[src/rtl/mips_pkg.sv]
// Shared definitions for the core's memory-side blocks: default widths,
// arbiter state encoding and the port indices used by the read-return tag.
package mips_pkg;

   localparam int ADDR_W = 10;
   localparam int DATA_W = 32;

   typedef enum logic [1:0] {
      RUN   = 2'b00,
      DRAIN = 2'b01,
      LOAD  = 2'b10
   } arb_state_t;

   localparam int PORT_IF   = 0;
   localparam int PORT_D    = 1;
   localparam int PORT_LD   = 2;
   localparam int NUM_PORTS = 3;

endpackage

[src/rtl/sat_counter.sv]
// Saturating up-counter with synchronous clear; clear wins over increment.
module sat_counter #(
   parameter int           W   = 16,
   parameter logic [W-1:0] MAX = '1
) (
   input  logic         clk,
   input  logic         rst,
   input  logic         inc,
   input  logic         clr,
   output logic [W-1:0] cnt
);

   // count up until MAX, then stick there
   always_ff @(posedge clk or posedge rst) begin
      if (rst)                   cnt <= '0;
      else if (clr)              cnt <= '0;
      else if (inc && cnt != MAX) cnt <= cnt + 1'b1;
   end

endmodule

[src/rtl/mem_port_arbiter.sv]
// Shares one single-port synchronous RAM between instruction fetch, the
// MEM-stage data port and a halted-core program loader. One access per
// cycle, combinational grant, read data returned exactly one cycle later.
module mem_port_arbiter #(
   parameter int ADDR_W       = mips_pkg::ADDR_W,
   parameter int DATA_W       = mips_pkg::DATA_W,
   parameter int STARVE_LIMIT = 3
) (
   input  logic              clk,
   input  logic              rst,
   input  logic              if_req,
   input  logic [ADDR_W-1:0] if_addr,
   output logic              if_gnt,
   output logic              if_rvalid,
   output logic [DATA_W-1:0] if_rdata,
   input  logic              d_req,
   input  logic              d_we,
   input  logic [ADDR_W-1:0] d_addr,
   input  logic [DATA_W-1:0] d_wdata,
   output logic              d_gnt,
   output logic              d_rvalid,
   output logic [DATA_W-1:0] d_rdata,
   input  logic              ld_req,
   input  logic              ld_we,
   input  logic [ADDR_W-1:0] ld_addr,
   input  logic [DATA_W-1:0] ld_wdata,
   output logic              ld_gnt,
   output logic              ld_rvalid,
   output logic [DATA_W-1:0] ld_rdata,
   output logic              mem_en,
   output logic              mem_we,
   output logic [ADDR_W-1:0] mem_addr,
   output logic [DATA_W-1:0] mem_wdata,
   input  logic [DATA_W-1:0] mem_rdata,
   output logic              busy_load,
   output logic [15:0]       if_stall_cnt
);

   import mips_pkg::*;

   localparam int SW = $clog2(STARVE_LIMIT + 1);

   arb_state_t                        state, state_nxt;
   logic [SW-1:0]                     starve_cnt;
   logic                              core_ok;
   logic                              if_first;
   logic [NUM_PORTS-1:0]              ret_tag;
   logic [NUM_PORTS-1:0][DATA_W-1:0]  rdata_q;

   // IF jumps ahead of data only once it has been passed over enough times
   assign if_first = if_req && (starve_cnt == SW'(STARVE_LIMIT));

   // state register
   always_ff @(posedge clk or posedge rst) begin
      if (rst) state <= RUN;
      else     state <= state_nxt;
   end

   // next state and grants; grants are forced low while reset is asserted
   always_comb begin
      state_nxt = state;
      core_ok   = 1'b0;
      if_gnt    = 1'b0;
      d_gnt     = 1'b0;
      ld_gnt    = 1'b0;
      case (state)
         RUN: begin
            if (ld_req) state_nxt = DRAIN;
            else        core_ok   = 1'b1;
         end
         DRAIN: state_nxt = LOAD;
         LOAD: begin
            if (ld_req) ld_gnt = 1'b1;
            else begin
               state_nxt = RUN;
               core_ok   = 1'b1;
            end
         end
         default: state_nxt = RUN;
      endcase
      if (core_ok) begin
         if (d_req && !if_first) d_gnt  = 1'b1;
         else if (if_req)        if_gnt = 1'b1;
      end
      if (rst) begin
         if_gnt = 1'b0;
         d_gnt  = 1'b0;
         ld_gnt = 1'b0;
      end
   end

   // memory command from whichever port won this cycle
   always_comb begin
      mem_en    = 1'b0;
      mem_we    = 1'b0;
      mem_addr  = '0;
      mem_wdata = '0;
      if (ld_gnt) begin
         mem_en    = 1'b1;
         mem_we    = ld_we;
         mem_addr  = ld_addr;
         mem_wdata = ld_wdata;
      end else if (d_gnt) begin
         mem_en    = 1'b1;
         mem_we    = d_we;
         mem_addr  = d_addr;
         mem_wdata = d_wdata;
      end else if (if_gnt) begin
         mem_en    = 1'b1;
         mem_addr  = if_addr;
      end
   end

   // one-hot return tag: which port (if any) owns next cycle's mem_rdata
   always_ff @(posedge clk or posedge rst) begin
      if (rst) ret_tag <= '0;
      else begin
         ret_tag[PORT_IF] <= if_gnt;
         ret_tag[PORT_D]  <= d_gnt  && !d_we;
         ret_tag[PORT_LD] <= ld_gnt && !ld_we;
      end
   end

   // last delivered word per port, so idle rdata outputs hold steady
   always_ff @(posedge clk or posedge rst) begin
      if (rst) rdata_q <= '0;
      else begin
         for (int p = 0; p < NUM_PORTS; p++)
            if (ret_tag[p]) rdata_q[p] <= mem_rdata;
      end
   end

   assign if_rvalid = ret_tag[PORT_IF];
   assign d_rvalid  = ret_tag[PORT_D];
   assign ld_rvalid = ret_tag[PORT_LD];
   assign if_rdata  = ret_tag[PORT_IF] ? mem_rdata : rdata_q[PORT_IF];
   assign d_rdata   = ret_tag[PORT_D]  ? mem_rdata : rdata_q[PORT_D];
   assign ld_rdata  = ret_tag[PORT_LD] ? mem_rdata : rdata_q[PORT_LD];

   assign busy_load = (state == DRAIN) || (state == LOAD);

   sat_counter #(.W(SW), .MAX(SW'(STARVE_LIMIT))) u_starve (
      .clk (clk),
      .rst (rst),
      .inc (state == RUN && if_req && !if_gnt),
      .clr (if_gnt),
      .cnt (starve_cnt)
   );

   sat_counter #(.W(16)) u_stall (
      .clk (clk),
      .rst (rst),
      .inc (if_req && !if_gnt),
      .clr (1'b0),
      .cnt (if_stall_cnt)
   );

endmodule

[config.mk]
export PLATFORM = sky130hd
export DESIGN_NAME = mem_port_arbiter
export DESIGN_NICKNAME = d
export VERILOG_FILES = /design/src/rtl/mips_pkg.sv /design/src/rtl/sat_counter.sv /design/src/rtl/mem_port_arbiter.sv
export SDC_FILE = /design/constraint.sdc
export NUM_CORES = 1
export LEC_CHECK = 0
export CELL_PAD_IN_SITES_DETAIL_PLACEMENT = 0
export CELL_PAD_IN_SITES_GLOBAL_PLACEMENT = 2
export CORE_MARGIN = 2
export CORE_UTILIZATION = 21
export CTS_CLUSTER_SIZE = 12
export DETAILED_ROUTE_END_ITERATION = 16
export PLACE_DENSITY_LB_ADDON = 0.1
export SYNTH_ARGS = -nofsm -noshare
export SYNTH_HDL_FRONTEND = slang
export SYNTH_SLANG_ARGS = --single-unit
[constraint.sdc]
create_clock -name clk -period 8.2 [get_ports clk]
set_input_delay 2.46 -clock clk [delete_from_list [all_inputs] [get_ports clk]]
set_output_delay 2.46 -clock clk [all_outputs]
set_load 0.005 [all_outputs]
==> metrics.yaml, run 1 <==
die_y_um: 163.4
setup-violations-final: 0
synthCells: 392
ctsHtreeMaxLevel: 4
antenna_found_initial: 0
grt_max_degree: 69
avgSynthCellArea_sq_um: 13.61
grt_pass1_wl_um: 29820
drv_cap: 0
synth_area_sq_um: 5336
layout_commonest_cell: "clkdlybuf4s50_1"
start_kind: "primary input"
clock_latency_ps: 410
ir_drop_mv: 0.1405
fin_crit_ps: 7449
first_pass_iters: 4
grt_usage_pct: 15.10
postCtsHoldBufs: 0
cts_resized: 0
power.density_nw_per_um2: 317.6
crit_arrival_ps: 4990
wl_per_cell_um: 19.30
cts_buffer_depth: 2
yosysSeqAreaShare_pct: 55.80
worstHoldPathType: "reg -> reg"
num_rows: 58
antenna_cells: 0
yosys.area_share.xor_xnor_pct: 2.134
synth_compound_area_share_pct: 9.660
grt_setup_unrepaired: "no"
grt_overflow_total: 0
critPathMaxFanout: 46
final_nets: 830
yosys.area_share.simple_pct: 6.565
ff2ff_setup_slack_ps: 6090
drc: 0
tightest_slew_ps: 941.2
floorplan.die_area_sq_um: 26700
ys_ff_latch: 119
ios: 296
maxSlewViolCount: 0
area_delta_synth_final_pct: 72.64
drt_iter0_markers: 126
postCtsSetupBuffers: 0
synthDistinctLibCells: 41
final_cell_mix: "clkdlybuf4s50_1 (295), dfrtp_1 (118), mux2_2 (99)"
place.gp.congestion: 0.7812
endpoint_kind: "primary output"
start_util_pct: 21.31
clockRootBuffer: "clkbuf_16"
cts-buffers-inserted: 17
core-area_sq_um: 25040
vias: 4409
path_clk_slew_ps: 50
grt_pass1_vias: 4999
fmax_ghz: 0.1343
post_drt_via_cell_ratio: 4.268
synth_top_family_by_area: "multiplexers"
syn_nets: 531
hold_viol: 0
fin_skew_ps: 9.445
status: "finished, final reports clean"
drive_gt1_share_pct: 22.62
crit_required_ps: 5740
relSlewSlack_pct: 37.26
cts.sinks: 119
cts_tree: "built"
total_power_mw: 2.926
p_leak_nw: 3.737
hpwlAfterDp_um: 15240
critPathKind: "in -> out"
synth_mux_area_share_pct: 21.08
dieWidth_um: 163.4
finalSetupTns_ps: 0
period_share_pct: 90.84
place.port_buffers: 295
synth_warnings: 0
drtAntennaViolNets: 0
wl_um: 19940
synthAdderAreaFrac_pct: 1.407
cell usage after synthesis:
master       n  area [sq um]
o311a_2      1         11.26
buf_6        5         56.30
clkbuf_1     7         26.28
nor4b_1      1         8.760
a21oi_1      1         5.000
nor4_2       1         12.51
or4_1        1         7.510
buf_1        9         33.78
clkbuf_4     1         7.510
a2111oi_4    1         27.53
xnor2_1      6         52.55
buf_4        1         7.510
or3_2        1         7.510
nand4_1      7         43.79
nor3b_1      2         15.01
o21ai_0      4         20.02
o31ai_4      1         21.27
or2_1        1         6.260
nor4_1       3         18.77
xor2_1       7         61.31
dfrtp_1    119          2978
a221oi_1     5         43.79
nor2b_1      3         18.77
clkbuf_8     1         13.76
nor2_1      24         90.09
nor3_1       7         35.03
mux2i_1      1         10.01
nand3_1      4         20.02
or2_2        1         6.260
and3_1       5         31.28
a21o_1       1         7.510
a22o_2       5         50.05
nand2_1      6         22.52
inv_1        8         30.03
inv_2        1         3.750
ha_1         6         75.07
o2bb2ai_1    1         8.760
a22o_1      28         245.2
mux2_2      99          1115
nand2b_1     1         6.260
a221oi_2     5         75.07
metal layers:
metal	part of all wire, %	GRT usage [%]	vias up	routed length, um
li1	-	-	2031	-
met1	38	16.25	2170	7568
met2	54	28.00	197	10730
met3	7.3	5.155	11	1451
met4	0.92	4.103	0	184
met5	0	0	-	0
power breakdown:
part	internal, mW	switching, mW
clock	0.448	0.280
sequential	0.847	0.0952
combinational	0.797	0.459
total	2.09	0.834
final cells by class:
cell class	count	area (sq um)
repair buffers	304	3020
well taps	330	412.9
clock inverters	14	151.4
clock buffers	17	425.4
inverters	9	37.54
flip-flops and latches	119	2979
multi-input cells	240	2186
fillers	2474	15820
logic make-up (layout without fill, tap and decap cells):
| group | Yosys count | count (layout) |
|---|---|---|
| flip-flops | 119 | 119 |
| multiplexers | 100 | 100 |
| AND/OR/NAND/NOR | 68 | 68 |
| AO/OA/AOI/OAI | 53 | 53 |
| buffers and inverters | 33 | 344 |
| XOR/XNOR | 13 | 13 |
| adder cells (fa/ha/maj) | 6 | 6 |
critical path, stage by stage:
cell	delay (ps)
clkdlybuf4s50_1	460
or2_1	370
a2111oi_4	350
buf_4	500
a221oi_1	150
nor2_1	140
clkdlybuf4s50_1	520
metrics by stage:
stage | instance area [sq um] | std cells | utilization, % | hold WS (ps) | setup slack [ps]
after floorplan | 5340 | 392 | - | 480.0 | 513.1
after global placement | 8636 | 1002 | 34.49 | 480.9 | 814.0
after detailed placement | 8636 | 1002 | 34.49 | 484.3 | 750.5
after CTS | 9213 | 1033 | 36.80 | 498.3 | 746.8
after global routing | 9213 | 1033 | 36.80 | 506.5 | 617.7
final | 9213 | 1033 | 36.80 | 495.9 | 751.4
sequential cells by signal (all words and copies together) (netlist names):
| register | flops |
|---|---|
| state | 2 |
| ret_tag | 3 |
| u_starve.cnt | 2 |
| u_stall.cnt | 16 |
| rdata_q | 96 |
path summary, 6_finish.rpt:
check                            start               to  depth (start not counted)
max                             ld_req      mem_addr[0]                          7
min                        rdata_q[12]      rdata_q[12]                          1
max reg2reg                   state[0]  u_stall.cnt[12]                          6
min reg2reg                rdata_q[12]      rdata_q[12]                          1
max in group asynchronous          rst       ret_tag[0]                          4
min in group asynchronous          rst  u_starve.cnt[1]                          3
(Power assumes the default switching activity.)
==> run 2: changes to the inputs <==
--- a/config.mk
+++ b/config.mk
@@ -11,7 +11,9 @@
 export CORE_UTILIZATION = 21
 export CTS_CLUSTER_SIZE = 12
 export DETAILED_ROUTE_END_ITERATION = 16
+export MAX_ROUTING_LAYER = met4
 export PLACE_DENSITY_LB_ADDON = 0.1
+export SETUP_SLACK_MARGIN = 0.1
 export SYNTH_ARGS = -nofsm -noshare
 export SYNTH_HDL_FRONTEND = slang
 export SYNTH_SLANG_ARGS = --single-unit
==> run 2 against run 1 <==
Effect of this change:
- final cell count stayed put
- die area is the same
- clock power about the same
- sequential share of layout area did not move
- non-clock buffer count stayed put
- critical path type unchanged
- largest power group unchanged
==> metrics.yaml, run 2 (same netlist as run 1, synthesis figures left out) <==
status: "finished, final reports clean"
maxSlewViolCount: 0  # unchanged
antenna_found_initial: 0  # unchanged
floorplan.die_area_sq_um: 26700  # unchanged
crit_family: "buffers and inverters"
grt_max_degree: 69  # unchanged
hold_viol: 0  # unchanged
ctsHtreeMaxLevel: 4  # unchanged
clock_latency_ps: 410  # about the same
critical_path.slowest_cell: "clkdlybuf4s50_1"
final_cell_mix: "clkdlybuf4s50_1 (295), dfrtp_1 (118), mux2_2 (99)"
cts_buffer_depth: 2  # unchanged
cts_tree: "built"
core-area_sq_um: 25040  # unchanged
critPathMaxStageDelay_ps: 520  # about the same
start_kind: "primary input"
grt_setup_unrepaired: "no"
relSlewSlack_pct: 37.17  # -0.085 points
vias: 4417  # +0.18%
setup-violations-final: 0  # unchanged
largest-register: "rdata_q"
crit_required_ps: 5740  # about the same
p_leak_nw: 3.737  # unchanged
grt_pass1_wl_um: 29770  # -0.16%
dieWidth_um: 163.4  # unchanged
antenna_cells: 0  # unchanged
layout_commonest_cell: "clkdlybuf4s50_1"
ir_drop_mv: 0.1406  # +0.10%
power.density_nw_per_um2: 317.6  # about the same
place.port_buffers: 295  # unchanged
grt_overflow_total: 0  # unchanged
wl_um: 19910  # -0.12%
hpwlAfterDp_um: 15240  # unchanged
cts.sinks: 119  # unchanged
cts_resized: 0  # unchanged
clockRootBuffer: "clkbuf_16"
post_drt_via_cell_ratio: 4.276  # +0.18%
ios: 296  # unchanged
drtAntennaViolNets: 0  # unchanged
path_clk_slew_ps: 60  # about the same
postCtsHoldBufs: 0  # unchanged
whs_ps: 495.3  # -0.6260 ps
num-fill-cells: 2474  # unchanged
place.gp.congestion: 0.7928  # +1.5%
crit_path_frequent_cell: "clkdlybuf4s50_1"
worst-path-buf-inv: 3  # unchanged
wl_per_cell_um: 19.27  # -0.12%
fmax_ghz: 0.1343  # about the same
critPathKind: "in -> out"
fin_skew_ps: 8.643  # -0.8024 ps
drive_gt1_share_pct: 22.62  # unchanged
final_nets: 830  # unchanged
top_regs: "rdata_q: 96 flops, u_stall.cnt: 16 flops, ret_tag: 3 flops"
tightest_slew_ps: 942.5  # +1.281 ps
cts-buffers-inserted: 17  # unchanged
postCtsSetupBuffers: 0  # unchanged
num_rows: 58  # unchanged
largest_reg_flops: 96  # unchanged
crit_arrival_ps: 4990  # about the same
endpoint_kind: "primary output"
die_y_um: 163.4  # unchanged
critPathMaxFanout: 46  # unchanged
drt_iter0_markers: 111  # -12%
period_share_pct: 90.80  # about the same
drc: 0  # unchanged
finalSetupTns_ps: 0  # unchanged
grt_usage_pct: 15.56  # +0.46 points
worstHoldPathType: "reg -> reg"
area_delta_synth_final_pct: 72.64  # unchanged
worstPathCellList: "clkdlybuf4s50_1 -> or2_1 -> a2111oi_4 -> buf_4 -> a221oi_1 -> nor2_1 -> clkdlybuf4s50_1"
grt_pass1_vias: 5011  # +0.24%
first_pass_iters: 4  # unchanged
start_util_pct: 21.31  # unchanged
fin_crit_ps: 7446  # -2.816 ps
drv_cap: 0  # unchanged
-- run 2: cell counts in the layout (fill, tap and decap cells not counted) --
No cell type changed its count.
-- run 2: path summary, 6_finish.rpt --
check	from	end	slack [ps]	cells after the start
min in group asynchronous	rst	u_starve.cnt[1]	2720	3
min reg2reg	rdata_q[48]	rdata_q[48]	500	1
max	ld_req	mem_addr[0]	750	7
max reg2reg	state[0]	u_stall.cnt[12]	6090	6
max in group asynchronous	rst	ret_tag[0]	4200	4
min	rdata_q[48]	rdata_q[48]	500	1
-- run 2: final cells by class --
| cell class | count | area [sq um] | area share [%] |
|---|---|---|---|
| well taps | 330 | 412.9 | 4.482 |
| flip-flops and latches | 119 | 2979 | 32.34 |
| inverters | 9 | 37.54 | 0.4074 |
| multi-input cells | 240 | 2186 | 23.73 |
| clock inverters | 14 | 151.4 | 1.643 |
| repair buffers | 304 | 3020 | 32.79 |
| clock buffers | 17 | 425.4 | 4.618 |
-- run 2: stage by stage --
step                      setup WS (ps)  power (mW)  area, sq um  util, %  instances
final                             754.2       2.926         9213    36.80       1033
after global routing              616.8       3.115         9213    36.80       1033
after CTS                         746.8       2.987         9213    36.80       1033
after detailed placement          750.5       2.235         8636    34.49       1002
after global placement            814.0       2.216         8636    34.49       1002
after floorplan                   513.1       1.401         5340        -        392
-- run 2: layer usage --
metal	wire length (um)	global-route usage [%]
met4	196	4.103
met1	7693	16.80
met5	0	-
met3	1300	4.368
met2	10720	27.96
-- run 2: worst register-to-register path, delay by kind of cell (launching register included) --
family                   cells  cell delay, ps
buffers and inverters        1              80
multiplexers                 1             380
AO/OA/AOI/OAI                1             220
flip-flops                   1             340
AND/OR/NAND/NOR              2             720
adder cells (fa/ha/maj)      1             260
-- run 2: power by group --
group	switching, mW	internal, mW
sequential	0.0955	0.847
combinational	0.460	0.797
clock	0.278	0.448
total	0.834	2.09
==> run 3: changes to the inputs <==
--- a/config.mk
+++ b/config.mk
@@ -7,6 +7,7 @@
 export LEC_CHECK = 0
 export CELL_PAD_IN_SITES_DETAIL_PLACEMENT = 0
 export CELL_PAD_IN_SITES_GLOBAL_PLACEMENT = 2
+export CORE_ASPECT_RATIO = 0.8
 export CORE_MARGIN = 2
 export CORE_UTILIZATION = 21
 export CTS_CLUSTER_SIZE = 12
==> run 3 against run 2 <==
Effect of this change:
- via count decreased by 0.34%
- global-route usage decreased by 0.15 points
- power increased by 3.3%
- critical endpoint is now mem_addr[3]
- largest power group unchanged
==> metrics.yaml, run 3 (same netlist as run 1, synthesis figures left out) <==
cts_tree: "built"
power_frac_clock_pct: 27.3  # +2.5 points
drv_cap: 0  # unchanged
total_power_mw: 3.023  # +3.3%
grt_usage_pct: 15.41  # -0.15 points
swShare_pct: 27.29  # -1.2 points
r2r-end: "u_stall.cnt[10]"
hold_viol: 0  # unchanged
crit_required_ps: 5740  # about the same
final_nets: 827  # -0.36%
worstHoldPathType: "reg -> reg"
relSlewSlack_pct: 31.47  # -5.7 points
dieWidth_um: 182.2  # +12%
largest-register: "rdata_q"
first_pass_iters: 4  # unchanged
endpoint_kind: "primary output"
p_leak_nw: 3.754  # +0.46%
maxSlewViolCount: 0  # unchanged
wl_um: 19710  # -0.99%
rr_worst_depth: 6  # unchanged
place.port_buffers: 295  # unchanged
cts_resized: 0  # unchanged
area_delta_synth_final_pct: 73.58
antenna_cells: 0  # unchanged
layout_commonest_cell: "clkdlybuf4s50_1"
grt_pass1_vias: 4950  # -1.2%
status: "finished, final reports clean"
cts.sinks: 119  # unchanged
clock_latency_ps: 400  # about the same
start_util_pct: 21.25  # -0.066 points
ios: 296  # unchanged
post_drt_via_cell_ratio: 4.295  # +0.44%
fin_crit_ps: 7445  # -0.6780 ps
seqPwrFrac_pct: 31.4  # -0.8 points
hp-start: "rdata_q[88]"
p_int_mw: 2.198  # +5.1%
power.density_nw_per_um2: 326.4  # +2.8%
largest_reg_flops: 96  # unchanged
grt_setup_unrepaired: "no"
grt_pass1_wl_um: 29930  # +0.51%
grt_max_degree: 67  # -2.9%
hpwlAfterDp_um: 14590  # -4.3%
period_share_pct: 90.79  # about the same
postCtsSetupBuffers: 0  # unchanged
cts-buffers-inserted: 17  # unchanged
die_y_um: 146.6  # -10%
place.gp.congestion: 0.7939  # +0.14%
drive_gt1_share_pct: 22.54  # -0.078 points
vias: 4402  # -0.34%
final_cell_mix: "clkdlybuf4s50_1 (295), dfrtp_1 (116), mux2_2 (99)"
placed_cells: 993  # -0.90%
num_rows: 52  # -10%
ir_drop_mv: 0.1191  # -15%
worstReg2RegStart: "state[0]"
path_clk_slew_ps: 50  # about the same
top_regs: "rdata_q: 96 flops, u_stall.cnt: 16 flops, ret_tag: 3 flops"
clockRootBuffer: "clkbuf_16"
critPathMaxFanout: 46  # unchanged
core-area_sq_um: 25110  # +0.31%
ff2ff_setup_slack_ps: 6070  # -20 ps
holdPathEnd: "rdata_q[88]"
ctsHtreeMaxLevel: 4  # unchanged
hold_depth: 1  # unchanged
grt_overflow_total: 0  # unchanged
critPathKind: "in -> out"
switchingPower_mw: 0.8250  # -1.1%
final_cells: 1025  # -0.77%
fmax_ghz: 0.1343  # about the same
setup-violations-final: 0  # unchanged
whs_ps: 491.6  # -3.711 ps
finalSetupTns_ps: 0  # unchanged
antenna_found_initial: 0  # unchanged
start_kind: "primary input"
wl_per_cell_um: 19.23  # -0.22%
fin_skew_ps: 7.584  # -1.058 ps
drt_iter0_markers: 160  # +44%
tightest_slew_ps: 1028  # +85.50 ps
drtAntennaViolNets: 0  # unchanged
crit_arrival_ps: 4990  # about the same
num-fill-cells: 2437  # -1.5%
cts_buffer_depth: 2  # unchanged
p_comb_share_pct: 41.3  # -1.7 points
drc: 0  # unchanged
floorplan.die_area_sq_um: 26710  # about the same
postCtsHoldBufs: 0  # unchanged
[run 3: cell count changes in the layout (fill, tap and decap cells not counted)]
cell | previous run | this run
buf_4 | 9 | 6
bufinv_16 | 2 | 5
clkbuf_1 | 0 | 1
clkbuf_8 | 0 | 2
clkinv_4 | 4 | 1
dfrtp_1 | 118 | 116
dfrtp_2 | 1 | 3
inv_6 | 3 | 1
[run 3: area by class of cell]
cell class | count | area (sq um) | area share, %
tap | 324 | 405.4 | 4.377
timing repair buffer | 301 | 2998 | 32.37
multi-input combinational | 240 | 2186 | 23.60
sequential | 119 | 2982 | 32.19
clock inverter | 12 | 197.7 | 2.134
clock buffer | 20 | 456.7 | 4.930
inverter | 9 | 37.54 | 0.4052
[run 3: worst max-delay path by stage]
stage                      start          end  slack (ps)  cells past startpoint
after floorplan              rst  mem_addr[3]         510                      6
after global placement    ld_req  mem_addr[0]         800                      7
after detailed placement  ld_req  mem_addr[0]         750                      7
after CTS                 ld_req  mem_addr[0]         740                      7
after global routing      ld_req  mem_addr[2]         550                      7
final                     ld_req  mem_addr[3]         750                      7
[run 3: metrics by stage]
stage / setup slack [ps] / utilization [%] / cell area [sq um]
detailed placement: 746.9 / 34.28 / 8608
finish: 754.9 / 36.88 / 9263
global placement: 799.3 / 34.28 / 8608
CTS: 744.7 / 36.88 / 9263
floorplan: 513.1 / - / 5340
global route: 546.6 / 36.88 / 9263
[run 3: per-layer routing]
layer | part of all wire [%] | GRT usage, % | vias to the layer above
li1 | - | - | 2030
met5 | 0 | - | -
met1 | 41 | 17.64 | 2169
met3 | 7.0 | 5.064 | 14
met2 | 50 | 25.97 | 189
met4 | 1.4 | 4.073 | 0
[run 3: critical path, cell delays in order]
cell and delay [ps]:
clkdlybuf4s50_1 460, or2_1 370, a2111oi_4 340, buf_4 490, a221oi_1 160, nor2_1 140, clkdlybuf4s50_1 520
[run 3: power by group through the flow]
stage / registers [mW] / logic, mW / clock network (mW)
after floorplan: 0.919 / 0.482 / 0
after global placement: 0.952 / 1.26 / 0
after detailed placement: 0.962 / 1.27 / 0
after CTS: 0.953 / 1.28 / 0.851
after global routing: 0.984 / 1.35 / 0.881
final: 0.949 / 1.25 / 0.825
